===== src/rtl/hazard_ctrl.sv =====
// Hazard and sequencing control for the 5-stage RV32 pipeline: operand forwarding, load-use and
// branch-in-Decode stalls, multi-cycle mul/div sequencing with a watchdog, and stall/flush counters.
module hazard_ctrl #(
    parameter int MD_TIMEOUT = 64,
    parameter int CNT_W      = 32
) (
    input  logic             clk,
    input  logic             rst,
    input  logic [4:0]       Rs1D,
    input  logic [4:0]       Rs2D,
    input  logic [4:0]       Rs1E,
    input  logic [4:0]       Rs2E,
    input  logic [4:0]       RdE,
    input  logic [4:0]       RdM,
    input  logic [4:0]       RdW,
    input  logic             RegWriteE,
    input  logic             RegWriteM,
    input  logic             RegWriteW,
    input  logic [1:0]       ResultSrcE,
    input  logic [1:0]       ResultSrcM,
    input  logic             BranchD,
    input  logic             PCSrcD,
    input  logic             MDStartE,
    input  logic             MDDoneE,
    output logic [1:0]       ForwardAE,
    output logic [1:0]       ForwardBE,
    output logic             ForwardAD,
    output logic             ForwardBD,
    output logic             StallF,
    output logic             StallD,
    output logic             StallE,
    output logic             FlushD,
    output logic             FlushE,
    output logic             FlushM,
    output logic             MDBusy,
    output logic             MDTimeoutErr,
    output logic [CNT_W-1:0] StallCnt,
    output logic [CNT_W-1:0] FlushCnt
);

    localparam int            MDC_W    = (MD_TIMEOUT > 2) ? $clog2(MD_TIMEOUT) : 1;
    localparam logic [MDC_W-1:0] MDC_LAST = MDC_W'(MD_TIMEOUT - 1);

    typedef enum logic {
        RUN     = 1'b0,
        MD_BUSY = 1'b1
    } state_t;

    state_t           state;
    logic [MDC_W-1:0] md_cnt;
    logic             lw_stall;
    logic             br_stall;
    logic             hz_stall;

    // Memory stage wins over Writeback because it holds the younger value.
    function automatic logic [1:0] fwd_sel(input logic [4:0] rs, input logic [4:0] rd_m,
                                           input logic [4:0] rd_w, input logic we_m,
                                           input logic we_w);
        if (we_m && rd_m != 5'd0 && rd_m == rs)
            return 2'b10;
        else if (we_w && rd_w != 5'd0 && rd_w == rs)
            return 2'b01;
        else
            return 2'b00;
    endfunction

    function automatic logic [CNT_W-1:0] sat_inc(input logic [CNT_W-1:0] v);
        return (&v) ? v : v + CNT_W'(1);
    endfunction

    assign MDBusy = (state == MD_BUSY);

    always_comb begin
        lw_stall = (ResultSrcE == 2'b01) && (RdE != 5'd0) && (RdE == Rs1D || RdE == Rs2D);
        br_stall = BranchD &&
                   ((RegWriteE && RdE != 5'd0 && (RdE == Rs1D || RdE == Rs2D)) ||
                    (ResultSrcM == 2'b01 && RdM != 5'd0 && (RdM == Rs1D || RdM == Rs2D)));
        hz_stall = lw_stall || br_stall;
    end

    // All control pins are held inactive while reset is asserted.
    always_comb begin
        ForwardAE = 2'b00;
        ForwardBE = 2'b00;
        ForwardAD = 1'b0;
        ForwardBD = 1'b0;
        StallF    = 1'b0;
        StallD    = 1'b0;
        StallE    = 1'b0;
        FlushD    = 1'b0;
        FlushE    = 1'b0;
        FlushM    = 1'b0;
        if (!rst) begin
            ForwardAE = fwd_sel(Rs1E, RdM, RdW, RegWriteM, RegWriteW);
            ForwardBE = fwd_sel(Rs2E, RdM, RdW, RegWriteM, RegWriteW);
            ForwardAD = RegWriteM && (RdM != 5'd0) && (RdM == Rs1D);
            ForwardBD = RegWriteM && (RdM != 5'd0) && (RdM == Rs2D);
            if (state == MD_BUSY) begin
                StallF = 1'b1;
                StallD = 1'b1;
                StallE = 1'b1;
                FlushM = 1'b1;
            end else begin
                StallF = hz_stall;
                StallD = hz_stall;
                FlushE = hz_stall;
                // A taken decision made on stale operands must not redirect fetch.
                FlushD = PCSrcD && !hz_stall;
            end
        end
    end

    always_ff @(posedge clk or posedge rst) begin
        if (rst) begin
            state        <= RUN;
            md_cnt       <= '0;
            MDTimeoutErr <= 1'b0;
        end else begin
            case (state)
                RUN: begin
                    if (MDStartE && !MDDoneE) begin
                        state  <= MD_BUSY;
                        md_cnt <= '0;
                    end
                end
                MD_BUSY: begin
                    md_cnt <= md_cnt + MDC_W'(1);
                    if (MDDoneE) begin
                        state <= RUN;
                    end else if (md_cnt == MDC_LAST) begin
                        state        <= RUN;
                        MDTimeoutErr <= 1'b1;
                    end
                end
                default: state <= RUN;
            endcase
        end
    end

    always_ff @(posedge clk or posedge rst) begin
        if (rst) begin
            StallCnt <= '0;
            FlushCnt <= '0;
        end else begin
            if (StallF)
                StallCnt <= sat_inc(StallCnt);
            if (FlushD || FlushE)
                FlushCnt <= sat_inc(FlushCnt);
        end
    end

endmodule

===== config.mk =====
export PLATFORM = sky130hd
export DESIGN_NAME = hazard_ctrl
export DESIGN_NICKNAME = d
export VERILOG_FILES = /design/src/rtl/hazard_ctrl.sv
export SDC_FILE = /design/constraint.sdc
export NUM_CORES = 1
export LEC_CHECK = 0
export CORE_ASPECT_RATIO = 1.5
export CORE_MARGIN = 2
export CORE_UTILIZATION = 51
export DETAILED_ROUTE_END_ITERATION = 6
export GPL_TIMING_DRIVEN = 0
export PLACE_DENSITY_LB_ADDON = 0.2
export SYNTH_ARGS = -nofsm -noshare
export SYNTH_HDL_FRONTEND = slang
export SYNTH_SLANG_ARGS = --single-unit

===== constraint.sdc =====
create_clock -name clk -period 13.25 [get_ports clk]
set_input_delay 2.65 -clock clk [delete_from_list [all_inputs] [get_ports clk]]
set_output_delay 2.65 -clock clk [all_outputs]
set_load 0.1 [all_outputs]

==> metrics <==
outcome=finished, final reports clean; Yosys Warn Count=0; CTS buffer count=9; post-synthesis sequential area ratio=43.6%; DR WL/cell=16.1 um; Slew HR=32.7%; post-route ant nets=0; post-synth cell types=35; Async S/R FF share, synth=100%; EDFF count, synth=0; GPL Wtd Cong=0.860; worst r2r dst=FlushCnt[15]; Syn Inst Count=437; RSZ-0062 raised after global routing=false; dpl cells=662; DP HPWL=8.19 mm; Synth top area share=43.6%; via/cell ratio=5.66; Nets=619; die area=8850 um^2; top_reg_cell synth=dfrtp_1; io pins=126; Worst Hold End=MDTimeoutErr; vias in the first global route=3850; final hold viol count=0; required time worst endpoint=10.60 ns; P_int=0.440 mW; Final setup viols=0; CP endpoint kind=primary output; commonest non-fill, non-tap cell in the layout=clkdlybuf4s50_1; Worst Hold Launch=MDTimeoutErr; setup ws final=4.52 ns; Via Count=3837; drt pass-1 iters=4; clock power share=28.9%; Design Area, Final=5750 um^2; logic gate share of total power=34.8%; cell repeated most along the worst path=clkdlybuf4s50_1; Mapped Nets=488; diodes inserted=0; leakage power=2.58 nW; Crit path max-delay family=buffers and inverters; Reg-to-Reg Start=FlushCnt[2]; CTS clock-pin slew for the worst setup and hold paths=0.05 ns; sequential share of power=36.3%; chip width=77.5 um; # rows=40; post-synth top area cell=dfrtp_1; min Tclk post-route=8.73 ns; Setup Fix Bufs, Post-CTS=0; GRT Residual Overflow=0; post-CTS sizing=0; crit path kind=in2out; Clock Skews=0.00530 ns; crit-path max FO=10; Max Clk Rate=0.115 GHz; Seq. cell area=1800 um^2; All-Layer GR Usage=25.6%; Starting DRT DRC Count=165; H-Tree Depth=3; ratio of cells with drive above 1 in the final layout=6.11%; Worst R2R Path Depth=7; Root Driver=clkbuf_16; Initial Utilization=51.9%; dpl ws=4.52 ns; nature of the critical path startpoint=input port; Post-Route Setup TNS=0 ns; initial antenna violation count=0; crit path cell chain=clkdlybuf4s50_1 > xor2_1 > nor3_1 > nand3_1 > a211oi_1 > o31ai_2 > buf_2 > inv_1 > buf_4 > clkdlybuf4s50_1; Worst Max-Slew Pin Slew=1.01 ns; Layout area overhead=39.2%; Worst R2R Setup Slack=10.32 ns; Avg Inst Size Synth=9.45 um^2; Seq cells post-synth=72; crit share post-route=65.9%; Psw=0.313 mW; TritonCTS Sinks=72; synth top area cells=dfrtp_1 (44%), xor2_1 (17%), nor3_1 (4.5%), xnor2_1 (4.0%), nand3_1 (3.8%); cts hold-fix bufs=0; Die Y=114 um; Crit path arrival time=6.08 ns; CTS tree=done; Non-Filler Instances=678; max incr delay on CP=1.11 ns; synthesized cell area=4130 um^2; worst vdd ir=0.181 mV; core footprint=7960 um^2; fillcell total=588; Design Power=0.753 mW; switching share of power=41.6%; Hold Path Class=reg2reg; placed instance area=5480 um^2; WL final=10.9 mm; CP Buf/Inv Count=5; Worst path slowest cell=clkdlybuf4s50_1; max-cap violations=0; Max Slew Vio Count=0; largest net degree at the start of global routing=65; I/O Buffers=119; # DRC=0; Hold Path Depth=1; pwr/cell area=131 nW/um^2; commonest non-fill, non-tap cells in the layout=clkdlybuf4s50_1 (119), xor2_1 (80), dfrtp_1 (72), nand2_1 (39), nor3_1 (37); Clock Latency Late Sink=0.34 ns; area of the multi-input gates=2220 um^2; first-pass GRT wire length=18.2 mm; Longest Clk Path Bufs=2
## power groups by stage
stage               clock network, mW  registers (mW)  logic [mW]
finish                          0.218           0.273       0.262
global route                    0.230           0.278       0.277
CTS                             0.222           0.273       0.263
detailed placement                  0           0.277       0.263
global placement                    0           0.275       0.258
floorplan                           0           0.396      0.0667
## cells in the mapped netlist, types with 2 or more instances
cell	count
ha_1	3
buf_4	2
nor3_1	37
o21ai_0	8
nor2b_1	2
nand4_1	18
and4_1	2
nor2_1	28
or3_1	4
nor4_1	17
and3_1	20
clkbuf_1	11
nand3_1	31
nor4b_1	2
inv_1	5
buf_2	6
or2_2	4
or4_1	7
mux2_2	4
xor2_1	80
dfrtp_1	72
nor3b_1	3
nand2b_1	3
xnor2_1	19
nand2_1	39
## registers in the layout, summed over array words and instances, names as in the netlist
register,count
md_cnt,6
StallCnt,32
FlushCnt,32
MDBusy,1
MDTimeoutErr,1
## stage by stage
stage                     hold slack (ns)  util, %
after floorplan                     0.450        -
after global placement              0.462     68.5
after detailed placement            0.467     68.9
after CTS                           0.479     72.2
after global routing                0.499     72.2
final                               0.482     72.2
## metal layers
metal	track usage, %	routed length (um)
met4	13.2	306
met2	46.4	5920
met1	29.6	4210
met5	0	0
met3	2.92	461
## area by class of cell
cell class / instances / area share, %
multi-input combinational: 340 / 38.6
sequential: 72 / 31.3
timing repair buffer: 120 / 21.2
clock buffer: 11 / 4.05
tap: 105 / 2.29
buffer: 20 / 1.57
clock inverter: 5 / 0.588
inverter: 5 / 0.370
## kinds of logic after synthesis
| group | count (synthesis) | synth area share, % |
|---|---|---|
| AO/OA/AOI/OAI | 15 | 2.91 |
| XOR/XNOR | 99 | 21.0 |
| adder cells (fa/ha/maj) | 3 | 0.909 |
| buffers and inverters | 25 | 2.64 |
| flip-flops | 72 | 43.6 |
| multiplexers | 6 | 1.61 |
| AND/OR/NAND/NOR | 217 | 27.3 |
## worst max path at each step
| stage | cells past startpoint | slack (ns) | from | endpoint |
|---|---|---|---|---|
| floorplan | 4 | 3.64 | rst | ForwardAE[0] |
| global placement | 7 | 3.18 | rst | StallF |
| detailed placement | 10 | 4.52 | RdE[0] | StallF |
| CTS | 10 | 4.51 | RdE[0] | StallF |
| global route | 10 | 4.28 | RdE[2] | StallF |
| finish | 10 | 4.52 | RdE[0] | StallF |
Power figures use the tool's default switching activity.
